### src/rtl/aer_pkg.sv
// Shared constants for the AER reset blocks.
package aer_pkg;

  // Default width of the reset timer fields (pulse width, period, timeout).
  localparam int unsigned RST_TMR_WIDTH = 16;

endpackage

### src/rtl/aer_reset_monitor.sv
// Observes an active-low AER reset line and measures low-pulse width, the period
// between falling edges and the number of completed pulses. A low pulse longer
// than the timeout raises a sticky error.
module aer_reset_monitor #(
  parameter int unsigned W     = aer_pkg::RST_TMR_WIDTH,
  parameter int unsigned CNT_W = 8
) (
  input  logic             clk,
  input  logic             rst_n,
  input  logic             enable,
  input  logic             aer_rst_n_in,
  input  logic [W-1:0]     timeout,
  input  logic             clear,
  output logic [W-1:0]     pulse_width,
  output logic             pulse_valid,
  output logic [W-1:0]     period,
  output logic             period_valid,
  output logic [CNT_W-1:0] pulse_count,
  output logic             stuck_err
);

  typedef enum logic [2:0] {
    StDisabled,
    StArm,
    StHigh,
    StLow,
    StStuck
  } state_e;

  state_e           state_q, state_d;
  logic [W-1:0]     width_cnt_q, width_cnt_d;
  logic [W-1:0]     period_cnt_q, period_cnt_d;
  logic             first_edge_q, first_edge_d;
  logic [W-1:0]     pulse_width_q, pulse_width_d;
  logic             pulse_valid_q, pulse_valid_d;
  logic [W-1:0]     period_q, period_d;
  logic             period_valid_q, period_valid_d;
  logic [CNT_W-1:0] pulse_count_q, pulse_count_d;
  logic             stuck_err_q, stuck_err_d;

  logic             cnt_inc;
  logic             stuck_set;
  logic [W-1:0]     width_sat_inc;
  logic [W-1:0]     period_sat_inc;

  // Saturating increments of the two measurement counters.
  always_comb begin
    width_sat_inc  = (width_cnt_q == '1) ? width_cnt_q : width_cnt_q + W'(1);
    period_sat_inc = (period_cnt_q == '1) ? period_cnt_q : period_cnt_q + W'(1);
  end

  // Next-state logic for the FSM, measurement counters and registered outputs.
  always_comb begin
    state_d        = state_q;
    width_cnt_d    = width_cnt_q;
    period_cnt_d   = period_cnt_q;
    first_edge_d   = first_edge_q;
    pulse_width_d  = pulse_width_q;
    pulse_valid_d  = 1'b0;
    period_d       = period_q;
    period_valid_d = 1'b0;
    pulse_count_d  = pulse_count_q;
    cnt_inc        = 1'b0;
    stuck_set      = 1'b0;

    if (!enable) begin
      // Abandon in-flight measurements; captured outputs keep their values.
      state_d      = StDisabled;
      width_cnt_d  = '0;
      period_cnt_d = '0;
      first_edge_d = 1'b0;
    end else begin
      unique case (state_q)
        StDisabled: begin
          state_d = aer_rst_n_in ? StHigh : StArm;
        end
        StArm: begin
          // A line already low at enable is never counted as a pulse.
          if (aer_rst_n_in) begin
            state_d = StHigh;
          end
        end
        StHigh: begin
          if (!aer_rst_n_in) begin
            state_d      = StLow;
            width_cnt_d  = W'(1);
            period_cnt_d = W'(1);
            first_edge_d = 1'b1;
            if (first_edge_q) begin
              period_d       = period_cnt_q;
              period_valid_d = 1'b1;
            end
          end else begin
            period_cnt_d = period_sat_inc;
          end
        end
        StLow: begin
          period_cnt_d = period_sat_inc;
          if (!aer_rst_n_in) begin
            // Width equal to timeout is still legal; one more low sample is not.
            if ((timeout != '0) && (width_cnt_q == timeout)) begin
              state_d   = StStuck;
              stuck_set = 1'b1;
            end else begin
              width_cnt_d = width_sat_inc;
            end
          end else begin
            state_d       = StHigh;
            pulse_width_d = width_cnt_q;
            pulse_valid_d = 1'b1;
            cnt_inc       = 1'b1;
          end
        end
        StStuck: begin
          // The oversized pulse is dropped, but the period keeps running.
          period_cnt_d = period_sat_inc;
          if (aer_rst_n_in) begin
            state_d = StHigh;
          end
        end
        default: begin
          state_d = StDisabled;
        end
      endcase
    end

    // Clear beats a simultaneous count increment.
    if (clear) begin
      pulse_count_d = '0;
    end else if (cnt_inc && (pulse_count_q != '1)) begin
      pulse_count_d = pulse_count_q + CNT_W'(1);
    end

    // A new error beats a simultaneous clear.
    stuck_err_d = stuck_set | (stuck_err_q & ~clear);
  end

  // State and output registers with asynchronous active-low reset.
  always_ff @(posedge clk or negedge rst_n) begin
    if (!rst_n) begin
      state_q        <= StDisabled;
      width_cnt_q    <= '0;
      period_cnt_q   <= '0;
      first_edge_q   <= 1'b0;
      pulse_width_q  <= '0;
      pulse_valid_q  <= 1'b0;
      period_q       <= '0;
      period_valid_q <= 1'b0;
      pulse_count_q  <= '0;
      stuck_err_q    <= 1'b0;
    end else begin
      state_q        <= state_d;
      width_cnt_q    <= width_cnt_d;
      period_cnt_q   <= period_cnt_d;
      first_edge_q   <= first_edge_d;
      pulse_width_q  <= pulse_width_d;
      pulse_valid_q  <= pulse_valid_d;
      period_q       <= period_d;
      period_valid_q <= period_valid_d;
      pulse_count_q  <= pulse_count_d;
      stuck_err_q    <= stuck_err_d;
    end
  end

  assign pulse_width  = pulse_width_q;
  assign pulse_valid  = pulse_valid_q;
  assign period       = period_q;
  assign period_valid = period_valid_q;
  assign pulse_count  = pulse_count_q;
  assign stuck_err    = stuck_err_q;

endmodule

### config.mk
export PLATFORM = sky130hd
export DESIGN_NAME = aer_reset_monitor
export DESIGN_NICKNAME = d
export VERILOG_FILES = /design/src/rtl/aer_pkg.sv /design/src/rtl/aer_reset_monitor.sv
export SDC_FILE = /design/constraint.sdc
export NUM_CORES = 1
export LEC_CHECK = 0
export CORE_UTILIZATION = 30
export CTS_CLUSTER_DIAMETER = 40
export DETAILED_ROUTE_END_ITERATION = 12
export PLACE_DENSITY_LB_ADDON = 0.05
export SLEW_MARGIN = 20
export SYNTH_ARGS = -nofsm -noshare
export SYNTH_HDL_FRONTEND = slang
export SYNTH_SLANG_ARGS = --single-unit
### constraint.sdc
create_clock -name clk -period 4.8 [get_ports clk]
set_clock_uncertainty 0.15 [all_clocks]
set_input_delay 1.44 -clock clk [delete_from_list [all_inputs] [get_ports clk]]
set_output_delay 1.44 -clock clk [all_outputs]
set_load 0.05 [all_outputs]
* Yosys cells after proc, flatten, opt, wreduce, memory -nomap -nowiden
Index checks and enable logic that the tools add are counted.
Word-level totals: bits in registers 79, bits in latches 0, bits in writable memories 0, memory bits (read-only) 0, input port bits 21, output and inout bits 43, memories kept 0
Cells by class: add/subtract/negate cells 3, multipliers 0, div/mod/pow operators 0, $lt $le $gt $ge 0, equality and inequality tests 18, shift-type cells 0, muxes and demuxes 33, bitwise operators 4, reductions and logical operators 12
Operators by type and width (count):
- two-way mux 16 bit | 8
- one-hot mux 16 bit (2 select lines) | 2
- adder 16 x 1 -> 16 bit (second input constant) | 2
- equality test 16 bit (second input constant) | 2
- equality test 16 bit | 1
- two-way mux 8 bit | 2
- nonzero test 16 bit | 1
- two-way mux 3 bit | 5
- two-way mux 1 bit | 14
- != test 3 bit (second input constant) | 4
- one-hot mux 3 bit (4 select lines) | 1
- adder 8 x 1 -> 8 bit (second input constant) | 1
- != test 8 bit (second input constant) | 1
- equality test 3 x 2 -> 1 bit (second input constant) | 2
- != test 3 x 2 -> 1 bit (second input constant) | 2
- AND reduction 3 bit | 2
- AND reduction 5 bit | 1
- != test 4 bit (second input constant) | 1
- AND reduction 4 bit | 1
- OR reduction 2 bit | 2
- equality test 3 x 1 -> 1 bit (second input constant) | 1
- equality test 3 bit (second input constant) | 1
- logical NOT 3 bit | 1
- != test 3 x 1 -> 1 bit (second input constant) | 1
- other kinds (9) | 11

* Logic depth before layout (Yosys ltp)
word-level depth 7, gate-level depth with buffers 10, mapped depth without buffers 8

* Least setup slack after synthesis
No wires, ideal clock.
path kind input port to flip-flop, from input port timeout[3], to register width_cnt_q[0], data arrival time 2.840 ns, required time 4.529 ns, slack 1.689 ns, stages on the path 6, path buffers 1, cell sequence xor2_1 or4_4 nor4b_4 buf_4 a21oi_1 o22a_1
On the way: cells in the longest elaborated chain, start to end 4
Ends and longest elaborated chain:
- start, declared | line aer_reset_monitor.sv:12 | input logic [W-1:0] timeout,
- equality test 16 bit / nonzero test 16 bit (equally long branches) | line aer_reset_monitor.sv:101 | if ((timeout != '0) && (width_cnt_q == timeout)) begin
- logical AND 1 bit * | line aer_reset_monitor.sv:101
- != test 3 bit (no line) *
- AND reduction 5 bit (no line) *
- end signal, assigned | line aer_reset_monitor.sv:153 | width_cnt_q <= width_cnt_d;
- end, declared | line aer_reset_monitor.sv:31 | logic [W-1:0] width_cnt_q, width_cnt_d;
Mark *: on every way between the ends. The rest lies on a longest branch, timed or not. A chain may end at the register's enable or synchronous reset.

* Worst setup path in the final report
from input port enable, to register pulse_count_q[5] (netlist: pulse_count[5])
On the way: cells in the longest elaborated chain, start to end 3
Ends and longest elaborated chain:
- start, declared | line aer_reset_monitor.sv:10 | input logic enable,
- two-way mux 1 bit | line aer_reset_monitor.sv:66 | if (!enable) begin
- logical AND 1 bit | line aer_reset_monitor.sv:130 | end else if (cnt_inc && (pulse_count_q != '1)) begin
- nonzero test 2 bit (no line)
- end signal, assigned | line aer_reset_monitor.sv:160 | pulse_count_q <= pulse_count_d;
- end, declared | line aer_reset_monitor.sv:38 | logic [CNT_W-1:0] pulse_count_q, pulse_count_d;
No other way between the ends.

==> impl_metrics.ini <==
[grt]
antenna_found_initial = 0
grt_max_degree = 60
grt_pass1_vias = 3090
overflow = 0
track_usage_pct = 14.9
grt_pass1_wl_um = 16100

[synthesis]
synth_cell_type_count = 54
synthTopCellsByArea = dfrtp_1 (49%), mux2_2 (8.1%), xor2_1 (4.5%), nand2_1 (3.1%), nor4_1 (2.2%)
ys_seq_area_share_pct = 48.9
yosys.area_share.adder_pct = 0.928
yosysTopAreaCell = dfrtp_1
synth_flop_cell = dfrtp_1
yosysTopAreaCellShare_pct = 48.9
ys_ff_latch = 79
syn_area_um2 = 4050
synth-simple-area-share_pct = 20.6
synth_edf_count = 0
synth_nets = 399
syn_avg_cell_area_um2 = 10.8
ys.warnings.count = 0
synthArstFlopShare_pct = 100
netlist_instances = 375
synth_mux_area_share_pct = 10.1
synth-compound-area-share_pct = 9.84
synth_top_family_by_area = simple AND/OR/NAND/NOR gates
synth_xor_area_share_pct = 6.28

[die]
core_um2 = 13200
io_pins = 64
initial_core_util_pct = 30.7
dieHeight_um = 118
rows = 42
fp.dieArea_um2 = 14000
fp.dieW_um = 118

[final_layout]
final_common_cell = dfrtp_1
post-route-util_pct = 38.7
diodes = 0
n_fill_cell = 1324
drive_gt1_share_pct = 15.7
final_cell_mix = dfrtp_1 (79), clkdlybuf4s50_1 (62), nand2_1 (33), mux2_2 (29), nor2_1 (22)
layout.nets = 458
area_growth_pct = 26.3

[timing]
period_share_pct = 74.7
setup_viol = 0
fmax_mhz = 279
tightestPinTransition_ps = 794
rsz0062_at_grt = false
final_max_slew_viol_count = 0
fin_ws_ps = 1210
maxSlewHeadroom_pct = 47.1
finalCriticalPeriod_ps = 3590
totalNegativeSetupSlack_ps = 0
finalHoldViolCount = 0

[clock_tree]
cts_tree = done
postCtsSetupBuffers = 0
cts_hold_buf = 0
clk_latency_ps = 340
clk_pin_slew_ps = 60
clock_sinks = 79
numCtsBuffers = 9
clockRootBuffer = clkbuf_16
clockBufferDepth = 2
cts_max_level = 3
cts_resized = 0

[setup_path]
critPathRequiredTime_ps = 4910
crit_arrival_ps = 3700
crit_fanout = 15
crit_type = in2reg
cp-end-kind = register
cp-start-kind = input pin

[route]
detail_route.iter0.violations = 165
drt-pass1-iter-count = 4
drc = 0
drt_wl_total_um = 9580
wl_per_cell_um = 15.6
vias = 3068
vias_per_cell = 4.99
ant_nets = 0

[power]
power_leakage_nw = 2.11
powerDensity_nw_per_um2 = 287
vdd_drop_max_v = 0.000125

[place]
pre_cts_ws_ps = 860
place_congestion = 0.740
dpl.hpwl_um = 6710
portBuffers = 63

[run]
max_cap_violations = 0

[hold_path]
hold_class = reg2reg

[status]
status = finished clean
==> path summary, 6_finish.rpt <==
kind                            startpoint              to  slack [ps]  cells after the start
max reg2reg                width_cnt_q[13]  width_cnt_q[4]        2260                      6
min reg2reg                   first_edge_q    first_edge_q         340                      1
min in group asynchronous            rst_n  pulse_count[0]        1010                      1
max in group asynchronous            rst_n      period[12]        2710                      2
max                                 enable  pulse_count[5]        1210                      8
min                           first_edge_q    first_edge_q         340                      1
==> routing by layer <==
metal	up-vias	GRT usage (%)	wire length, µm
met2	65	22.4	4360
met1	1501	20.6	4720
met3	12	2.52	297
met4	0	7.61	200
met5	-	0	0
li1	1490	-	-
==> worst max-delay path, stage by stage <==
cell and delay [ps]:
clkdlybuf4s50_1 720, and2_1 410, nand2_4 120, clkinv_4 160, o21a_4 200, o2111ai_4 140, or3_1 340, a21oi_1 150
==> cell usage after synthesis (2+ instances only) <==
cell type,count
inv_1,8
or4_1,2
o41ai_1,5
a31oi_1,3
nor2_1,22
dfrtp_1,79
and4_1,7
nand2_1,33
o21a_1,2
a21oi_1,12
and3_1,7
ha_1,3
o21ai_0,9
o311ai_0,6
mux2_2,29
mux2i_1,8
and2_1,6
or2_1,2
clkbuf_1,7
o211ai_1,2
buf_2,8
nand3_1,16
nor4_1,14
o31ai_1,4
xnor2_1,8
or2_2,8
or3_1,4
o22ai_1,3
buf_6,2
nor3_1,4
nand4_1,9
xor2_1,21
==> flip-flops by register name, summed over array words and instances, names as in the netlist <==
name          cells
state_q           3
pulse_count       8
pulse_valid       1
width_cnt_q      16
stuck_err         1
first_edge_q      1
pulse_width      16
period           16
period_valid      1
period_cnt_q     16
==> kinds of logic (layout without fill, tap and decap cells) <==
group | count (synthesis) | after routing
buffers and inverters | 28 | 92
xor gates and xnor gates | 29 | 29
muxes | 37 | 37
AOI/OAI and AO/OA | 54 | 54
and+or+nand+nor | 145 | 145
adders and majority gates | 3 | 3
DFF | 79 | 79
==> per-stage QoR <==
stage / hold slack, ps / std cells / power, mW / instance area [µm²]
finish: 344 / 615 / 1.47 / 5110
floorplan: 307 / 375 / 0.760 / 4050
global placement: 322 / 599 / 0.819 / 4820
detailed placement: 335 / 599 / 0.819 / 4820
CTS: 349 / 615 / 1.49 / 5110
global route: 367 / 615 / 1.52 / 5110
==> area by class of cell <==
| type | count | area [µm²] | area share [%] |
|---|---|---|---|
| clock buffers | 12 | 256 | 5.02 |
| flip-flops and latches | 79 | 1980 | 38.7 |
| well taps | 176 | 220 | 4.31 |
| multi-input cells | 268 | 1930 | 37.8 |
| repair buffers | 67 | 658 | 12.9 |
| inverters | 9 | 38.8 | 0.759 |
| clock inverters | 4 | 30.0 | 0.588 |
==> report_power, final <==
| part | switching [mW] | total (mW) | internal (mW) |
|---|---|---|---|
| clock | 0.285 | 0.665 | 0.380 |
| sequential | 0.0107 | 0.686 | 0.675 |
| combinational | 0.0732 | 0.118 | 0.0448 |
(Power assumes the default switching activity.)
